## config.mk

```make
export PLATFORM = sky130hd
export DESIGN_NAME = regfile_writeback
export DESIGN_NICKNAME = d
export VERILOG_FILES = /design/src/rtl/regfile_writeback_pkg.sv /design/src/rtl/regfile_writeback_fifo.sv /design/src/rtl/regfile_writeback.sv
export SDC_FILE = /design/constraint.sdc
export NUM_CORES = 1
export LEC_CHECK = 0
export ABC_AREA = 0
export CAP_MARGIN = 20
export CORE_ASPECT_RATIO = 1.75
export CORE_MARGIN = 2
export CORE_UTILIZATION = 55
export DETAILED_ROUTE_END_ITERATION = 7
export PLACE_DENSITY = 0.81
export SYNTH_ARGS = -nofsm -noshare
export SYNTH_HDL_FRONTEND = slang
export SYNTH_SLANG_ARGS = --single-unit
```

## constraint.sdc

```tcl
create_clock -name clock -period 3.85 [get_ports clock]
set_input_delay 0.385 -clock clock [delete_from_list [all_inputs] [get_ports clock]]
set_output_delay 0.385 -clock clock [all_outputs]
set_load 0.02 [all_outputs]
```

## src/rtl/regfile_writeback_pkg.sv

```systemverilog
// Shared types for the register-file writeback path: entry layout,
// arbiter priority states and the write-enable rule for register 0.
package regfile_writeback_pkg;

    localparam int REG_ADDR_W = 5;
    localparam int REG_DATA_W = 32;

    typedef struct packed {
        logic [REG_ADDR_W-1:0] dest;
        logic [REG_DATA_W-1:0] data;
    } wb_entry_t;

    typedef enum logic {
        GRANT_ALU_PRI = 1'b0,
        GRANT_MEM_PRI = 1'b1
    } arb_state_t;

    // Register 0 is hardwired in the register file, so its writes may be
    // consumed silently instead of being asserted on the write port.
    function automatic logic write_enabled(input logic [REG_ADDR_W-1:0] dest,
                                           input bit drop_r0);
        return !(drop_r0 && (dest == '0));
    endfunction

endpackage

```

## src/rtl/regfile_writeback_fifo.sv

```systemverilog
// Per-source result FIFO: power-of-two depth, wrapping pointers plus an
// occupancy count. The head is only visible once written (no bypass).
module wb_fifo
    import regfile_writeback_pkg::*;
#(
    parameter int DEPTH = 2
) (
    input  logic      clock,
    input  logic      reset_n,
    input  logic      push,
    input  wb_entry_t push_entry,
    input  logic      pop,
    output logic      full,
    output logic      empty,
    output wb_entry_t head
);

    localparam int PTR_W = (DEPTH > 1) ? $clog2(DEPTH) : 1;
    localparam int CNT_W = PTR_W + 1;
    localparam logic [CNT_W-1:0] FULL_CNT = CNT_W'(DEPTH);

    wb_entry_t        storage [DEPTH];
    logic [PTR_W-1:0] wr_ptr;
    logic [PTR_W-1:0] rd_ptr;
    logic [CNT_W-1:0] count;
    logic             do_push;
    logic             do_pop;

    // Full is judged on the registered count, so a full FIFO refuses a push
    // even in a cycle where it is also popping.
    assign full    = (count == FULL_CNT);
    assign empty   = (count == '0);
    assign do_push = push && !full;
    assign do_pop  = pop && !empty;
    assign head    = storage[rd_ptr];

    always_ff @(posedge clock or negedge reset_n) begin
        if (!reset_n) begin
            wr_ptr <= '0;
            rd_ptr <= '0;
            count  <= '0;
        end else begin
            if (do_push) begin
                wr_ptr <= wr_ptr + PTR_W'(1);
            end
            if (do_pop) begin
                rd_ptr <= rd_ptr + PTR_W'(1);
            end
            case ({do_push, do_pop})
                2'b10:   count <= count + CNT_W'(1);
                2'b01:   count <= count - CNT_W'(1);
                default: count <= count;
            endcase
        end
    end

    // Storage is not reset; flushing the pointers discards its contents.
    always_ff @(posedge clock) begin
        if (do_push) begin
            storage[wr_ptr] <= push_entry;
        end
    end

endmodule

```

## src/rtl/regfile_writeback.sv

```systemverilog
// Writeback arbiter: buffers ALU and load results and retires at most one
// register-file write per clock under round-robin priority.
module regfile_writeback
    import regfile_writeback_pkg::*;
#(
    parameter int DEPTH   = 2,
    parameter bit DROP_R0 = 1'b1
) (
    input  logic                  clock,
    input  logic                  reset_n,
    input  logic                  alu_valid,
    output logic                  alu_ready,
    input  logic [REG_ADDR_W-1:0] alu_dest,
    input  logic [REG_DATA_W-1:0] alu_data,
    input  logic                  mem_valid,
    output logic                  mem_ready,
    input  logic [REG_ADDR_W-1:0] mem_dest,
    input  logic [REG_DATA_W-1:0] mem_data,
    output logic                  RegWrite,
    output logic [REG_ADDR_W-1:0] z_write,
    output logic [REG_DATA_W-1:0] z_data,
    output logic                  idle
);

    arb_state_t state;
    arb_state_t next_state;
    wb_entry_t  alu_in;
    wb_entry_t  mem_in;
    wb_entry_t  alu_head;
    wb_entry_t  mem_head;
    wb_entry_t  popped;
    logic       alu_full;
    logic       alu_empty;
    logic       mem_full;
    logic       mem_empty;
    logic       alu_push;
    logic       mem_push;
    logic       alu_pop;
    logic       mem_pop;

    assign alu_ready = !alu_full;
    assign mem_ready = !mem_full;
    assign alu_push  = alu_valid && alu_ready;
    assign mem_push  = mem_valid && mem_ready;
    assign alu_in    = '{dest: alu_dest, data: alu_data};
    assign mem_in    = '{dest: mem_dest, data: mem_data};

    wb_fifo #(.DEPTH(DEPTH)) u_alu_fifo (
        .clock      (clock),
        .reset_n    (reset_n),
        .push       (alu_push),
        .push_entry (alu_in),
        .pop        (alu_pop),
        .full       (alu_full),
        .empty      (alu_empty),
        .head       (alu_head)
    );

    wb_fifo #(.DEPTH(DEPTH)) u_mem_fifo (
        .clock      (clock),
        .reset_n    (reset_n),
        .push       (mem_push),
        .push_entry (mem_in),
        .pop        (mem_pop),
        .full       (mem_full),
        .empty      (mem_empty),
        .head       (mem_head)
    );

    always_ff @(posedge clock or negedge reset_n) begin
        if (!reset_n) begin
            state <= GRANT_ALU_PRI;
        end else begin
            state <= next_state;
        end
    end

    // Priority only rotates when both sources compete; a lone source is
    // served without disturbing the pointer.
    always_comb begin
        alu_pop    = 1'b0;
        mem_pop    = 1'b0;
        next_state = state;
        popped     = alu_head;
        if (!alu_empty && !mem_empty) begin
            if (state == GRANT_ALU_PRI) begin
                alu_pop    = 1'b1;
                next_state = GRANT_MEM_PRI;
            end else begin
                mem_pop    = 1'b1;
                popped     = mem_head;
                next_state = GRANT_ALU_PRI;
            end
        end else if (!alu_empty) begin
            alu_pop = 1'b1;
        end else if (!mem_empty) begin
            mem_pop = 1'b1;
            popped  = mem_head;
        end
    end

    always_ff @(posedge clock or negedge reset_n) begin
        if (!reset_n) begin
            RegWrite <= 1'b0;
            z_write  <= '0;
            z_data   <= '0;
        end else if (alu_pop || mem_pop) begin
            RegWrite <= write_enabled(popped.dest, DROP_R0);
            z_write  <= popped.dest;
            z_data   <= popped.data;
        end else begin
            RegWrite <= 1'b0;
        end
    end

    assign idle = alu_empty && mem_empty && !RegWrite;

endmodule

```

# Word-level counts from Yosys, hierarchy flattened
# Memories as Yosys holds them, arrays and structs flattened.
# Cells that the tools add are included.
op_classes:
  magnitude_cmp: 0
  n_div: 0
  addsub: 8
  n_reduce_logical: 21
  n_bitwise: 0
  shifts: 0
  n_mux: 18
  mul: 0
  n_eq_ne: 6
op_table:
  columns: ["operator", "n"]
  rows:
  - ["$mux 37", 4]
  - ["$mux 1", 12]
  - ["$logic_and 1x1->1", 9]
  - ["$eq 2x2->1 const B", 4]
  - ["$pmux 2 s2", 2]
  - ["$logic_not 1->1", 6]
  - ["$logic_not 5->1", 1]
  - ["$add 1x1->1 const B", 4]
  - ["$add 2x1->2 const B", 2]
  - ["$eq 2x1->1 const B", 2]
  - ["$logic_not 2->1", 2]
  - ["$reduce_bool 2->1", 2]
  - ["$sub 2x1->2 const B", 2]
  - ["$logic_or 1x1->1", 1]
totals:
  ff_bits: 47
  latchBits: 0
  rom_bits: 0
  memories: 2
  ramBits: 148
  output_inout_bits: 41
memory_table:
  columns: ["memory", "words", "width", "rd", "rd_ports_with_merged_regs", "write_ports", "line", "text"]
  rows:
  - ["u_alu_fifo.storage", 2, 37, 1, 0, 1, "regfile_writeback_fifo.sv:22", "wb_entry_t storage [DEPTH];"]
  - ["u_mem_fifo.storage", 2, 37, 1, 0, 1, "regfile_writeback_fifo.sv:22", null]

# Logic depth before layout (Yosys ltp)
logic_depth:
  word_depth: 7
  mapped_depth: 8

# Modules after synthesis
# Synthesis repeated with hierarchy kept, for this count alone.
hier_totals:
  hier_cells: 450
  hier_area_um2: 8059.0
modules_own_cells:
  columns: ["module", "cells_each", "area_per_inst_um2", "seq_area_each_um2", "n_inst"]
  rows:
  - ["wb_fifo", 133, 2949.1, 2322.2, 2]
  - ["regfile_writeback", 184, 2160.8, 975.9, 1]

# Worst setup path after synthesis
# OpenSTA, ideal clock, no wires.
synth_timing:
  path_kind: "flip-flop to flip-flop"
  from: "register u_alu_fifo.count[0]"
  to: "memory u_alu_fifo.storage[0][0] in the netlist's numbering (enable)"
  path_slack_ps: 1016
  arrival_time_ps: 2403
  path_buffers: 0
  stages_incl_launch_ff: 4
  path_cell_list: "dfrtp_1 > nand2b_1 > nand2_1 > nor2_1"
synth_between:
  elab_chain_len: 6
synth_lines:
  columns: ["element", "line", "text"]
  rows:
  - ["start: declaration", "regfile_writeback_fifo.sv:25", "logic [CNT_W-1:0] count;"]
  - ["start signal: assignment", "regfile_writeback_fifo.sv:50", "2'b10: count <= count + CNT_W'(1);"]
  - ["start signal: assignment", "regfile_writeback_fifo.sv:51", "2'b01: count <= count - CNT_W'(1);"]
  - ["start signal: assignment", "regfile_writeback_fifo.sv:52", "default: count <= count;"]
  - ["$eq 2x2->1 *", "regfile_writeback_fifo.sv:31", "assign full = (count == FULL_CNT);"]
  - ["$logic_not 1->1 *", "regfile_writeback.sv:41", "assign alu_ready = !alu_full;"]
  - ["named net alu_ready", "regfile_writeback.sv:12", "output logic alu_ready,"]
  - ["$logic_and 1x1->1", "regfile_writeback.sv:43", "assign alu_push = alu_valid && alu_ready;"]
  - ["$logic_and 1x1->1 *", "regfile_writeback_fifo.sv:33", "assign do_push = push && !full;"]
  - ["$mux 1 *", "regfile_writeback_fifo.sv:59", "if (do_push) begin"]
  - ["$mux 1 (implied by the code) *", "regfile_writeback_fifo.sv:60", "storage[wr_ptr] <= push_entry;"]
  - ["end: declaration", "regfile_writeback_fifo.sv:22", null]
# Mark *: on every way through the listed nets, which the timed path passes. The rest lies on a longest branch.

# Final worst setup path
layout_timing:
  from: "register u_mem_fifo.count[1]"
  to: "output idle"
layout_between:
  elab_chain_len: 3
layout_lines:
  columns: ["element", "line", "text"]
  rows:
  - ["start: declaration", "regfile_writeback_fifo.sv:25", null]
  - ["start signal: assignment", "regfile_writeback_fifo.sv:50", null]
  - ["start signal: assignment", "regfile_writeback_fifo.sv:51", null]
  - ["start signal: assignment", "regfile_writeback_fifo.sv:52", null]
  - ["$logic_not 2->1", "regfile_writeback_fifo.sv:32", "assign empty = (count == '0);"]
  - ["$logic_and 1x1->1 (2 in a row)", "regfile_writeback.sv:116", "assign idle = alu_empty && mem_empty && !RegWrite;"]
  - ["end: declaration", "regfile_writeback.sv:22", "output logic idle"]
# No other way between the ends.

==> reports/results.txt <==
register bit total from synthesis = 195
Pwr Density = 859 nW/µm²
via count = 4,651
wire per inst = 20.8 µm
hold_buf cts = 0
CTS sink cnt = 195
commonest non-fill, non-tap cell in the layout = edfxtp_1
Via density = 5.84
clk_lat worst skew = 0.43 ns
distinct cell type count after synthesis = 32
maximum VDD drop = 0.500 mV
vias in the first global route = 5,022
layout cell share with drive strength beyond 1 = 0.131
Max Cap Viol = 0
R2R depth = 5
first-pass GRT wire length = 25,500 µm
CP arrival = 2.26 ns
chip height = 160 µm
fin crit share = 0.686
area taken by multi-input logic gates = 1900 µm²
Fillers = 898
hpwl dp = 10,600 µm
Synth Warn # = 0
setup bufs post-CTS = 0
GP Congestion = 0.757
final hold viol count = 0
fin crit period = 2.64 ns
HP Class = primary input to asynchronous set/reset pin
crit path kind = register to primary output
largest net degree at the start of global routing = 48
Avg Cell Area, Syn = 15.6 µm²
most frequent cells in the layout = edfxtp_1, clkdlybuf4s50_1, dfrtp_1
unrepaired setup endpoints after global routing = no
clock skew = 0.00996 ns
fin area = 9650 µm²
Overflow after GRT = 0
CTS root buffer = clkbuf_16
H-tree levels = 4
Setup TNS = 0 ns
core area = 13,800 µm²
reg-to-reg slack, setup = 1.41 ns
FP Rows = 57
Leakage Power = 3.49 nW
PnR Total Power = 8.29 mW
die width = 93.4 µm
DRT iter0 DRCs = 246
Syn Nets = 572
full die area = 15,000 µm²
antenna violations before repair = 1
endpoint class of the critical path = primary output
Max transition margin = 0.317
Critical Path RT = 3.46 ns
clk buf depth = 2
Initial Util = 0.559
final setup fails = 0
Synth area leaders = edfxtp_1, dfrtp_1, mux2i_1
CP startpoint kind = register
CTS tree = yes
DRC violations left = 0
post_cts resized = 0
io pins = 119
final WL = 16,600 µm
Mapped Cells = 492
sequential fraction of the synthesis area = 0.731
nets = 686
worst r2r src = u_mem_fifo.count[1]
share of the synthesized area in the top cell type = 0.578
outcome = finished, final reports clean
# port buffers = 118
Synth Cell Area = 7690 µm²
max-slew violations = 0
Clk pin slew, worst setup/hold paths = 0.07 ns
CTS Buf Count = 17
Reg area = 5620 µm²
worst slew pin tran = 1.02 ns
Area Growth Syn to Fin = 25.5%
r2r endpoint = u_alu_fifo.count[1]
Initial DRT Pass Iterations = 5
placed inst area = 8970 µm²
Post-DRT Antenna Nets = 0
gr usage total = 0.227
Fmax = 378 MHz
cell taking the most area after synthesis = edfxtp_1
critical path peak fanout = 17
-- worst max-delay path by stage --
stage,startpoint,to,slack (ns),depth (start not counted)
finish,u_mem_fifo.count[1],idle,1.21,3
global route,u_mem_fifo.count[1],idle,1.07,3
CTS,u_mem_fifo.count[0],idle,1.19,3
detailed placement,u_mem_fifo.count[1],u_alu_fifo.count[1],1.47,5
global placement,u_mem_fifo.count[0],u_alu_fifo.count[1],1.53,5
floorplan,u_alu_fifo.count[0],u_alu_fifo.storage[0][0],1.02,3
-- cells by family (layout without fill, tap and decap cells) --
kind of cell | count (synthesis) | in the layout | share of synthesized area
other | 0 | 1 | 0
buffers and inverters | 32 | 159 | 0.0247
multiplexers | 75 | 75 | 0.103
flip-flops | 195 | 195 | 0.731
AO/OA/AOI/OAI | 117 | 117 | 0.0929
AND/OR/NAND/NOR | 60 | 60 | 0.0327
adder cells (fa/ha/maj) | 2 | 2 | 0.00325
XOR/XNOR | 11 | 11 | 0.0125
-- cell type report --
cell class,count,area share
multi-input cells,265,0.197
flip-flops and latches,195,0.583
well taps,177,0.0229
clock inverters,14,0.0183
inverters,1,0.000389
diodes,1,0.000259
clock buffers,18,0.0445
repair buffers,126,0.134
-- critical path: stages (launching register included) --
cell,delay (ns)
dfrtp_1,0.45
or2_1,0.48
nor3_1,0.26
clkdlybuf4s50_1,0.65
-- registers in the layout, summed over array words and instances, names as in the netlist --
register,cells
u_alu_fifo.storage,74
u_mem_fifo.storage,74
z_data,32
z_write,5
u_alu_fifo.count,2
u_mem_fifo.count,2
RegWrite,1
state,1
u_alu_fifo.rd_ptr,1
u_alu_fifo.wr_ptr,1
u_mem_fifo.rd_ptr,1
u_mem_fifo.wr_ptr,1
-- layer usage --
| metal | GRT usage | vias up | part of all wire |
|---|---|---|---|
| li1 | - | 2106 | - |
| met5 | 0 | - | 0 |
| met1 | 0.245 | 2356 | 0.36 |
| met4 | 0.130 | 0 | 0.039 |
| met3 | 0.0422 | 39 | 0.041 |
| met2 | 0.407 | 150 | 0.56 |
-- Yosys cell counts (all sizes together) --
cell type    n
edfxtp     148
dfrtp       47
mux2i       42
nor2        41
a21oi       39
o21ai       38
a22oi       33
mux2        33
buf         22
clkbuf       9
nand2        8
xnor2        8
a32o         4
nand2b       3
xor2         3
and3         2
ha           2
nor3         2
or2          2
inv          1
nand3        1
nor4         1
o221ai       1
o311ai       1
o32ai        1
-- metrics by stage --
step,worst slack [ns],utilization,hold slack (ns),std cells
2_1_floorplan,1.02,-,0.0894,492
3_3_place_gp,1.53,0.650,0.520,759
3_5_place_dp,1.47,0.652,0.534,760
4_1_cts,1.19,0.696,0.204,792
5_1_grt,1.07,0.701,0.499,797
6_report,1.21,0.701,0.473,797
-- power breakdown --
| part | internal (mW) | switching, mW | total, mW |
|---|---|---|---|
| registers | 2.98 | 0.519 | 3.50 |
| logic | 1.34 | 1.65 | 2.99 |
| clock network | 1.03 | 0.772 | 1.81 |
| total | 5.35 | 2.94 | 8.29 |
Power figures use the tool's default switching activity.
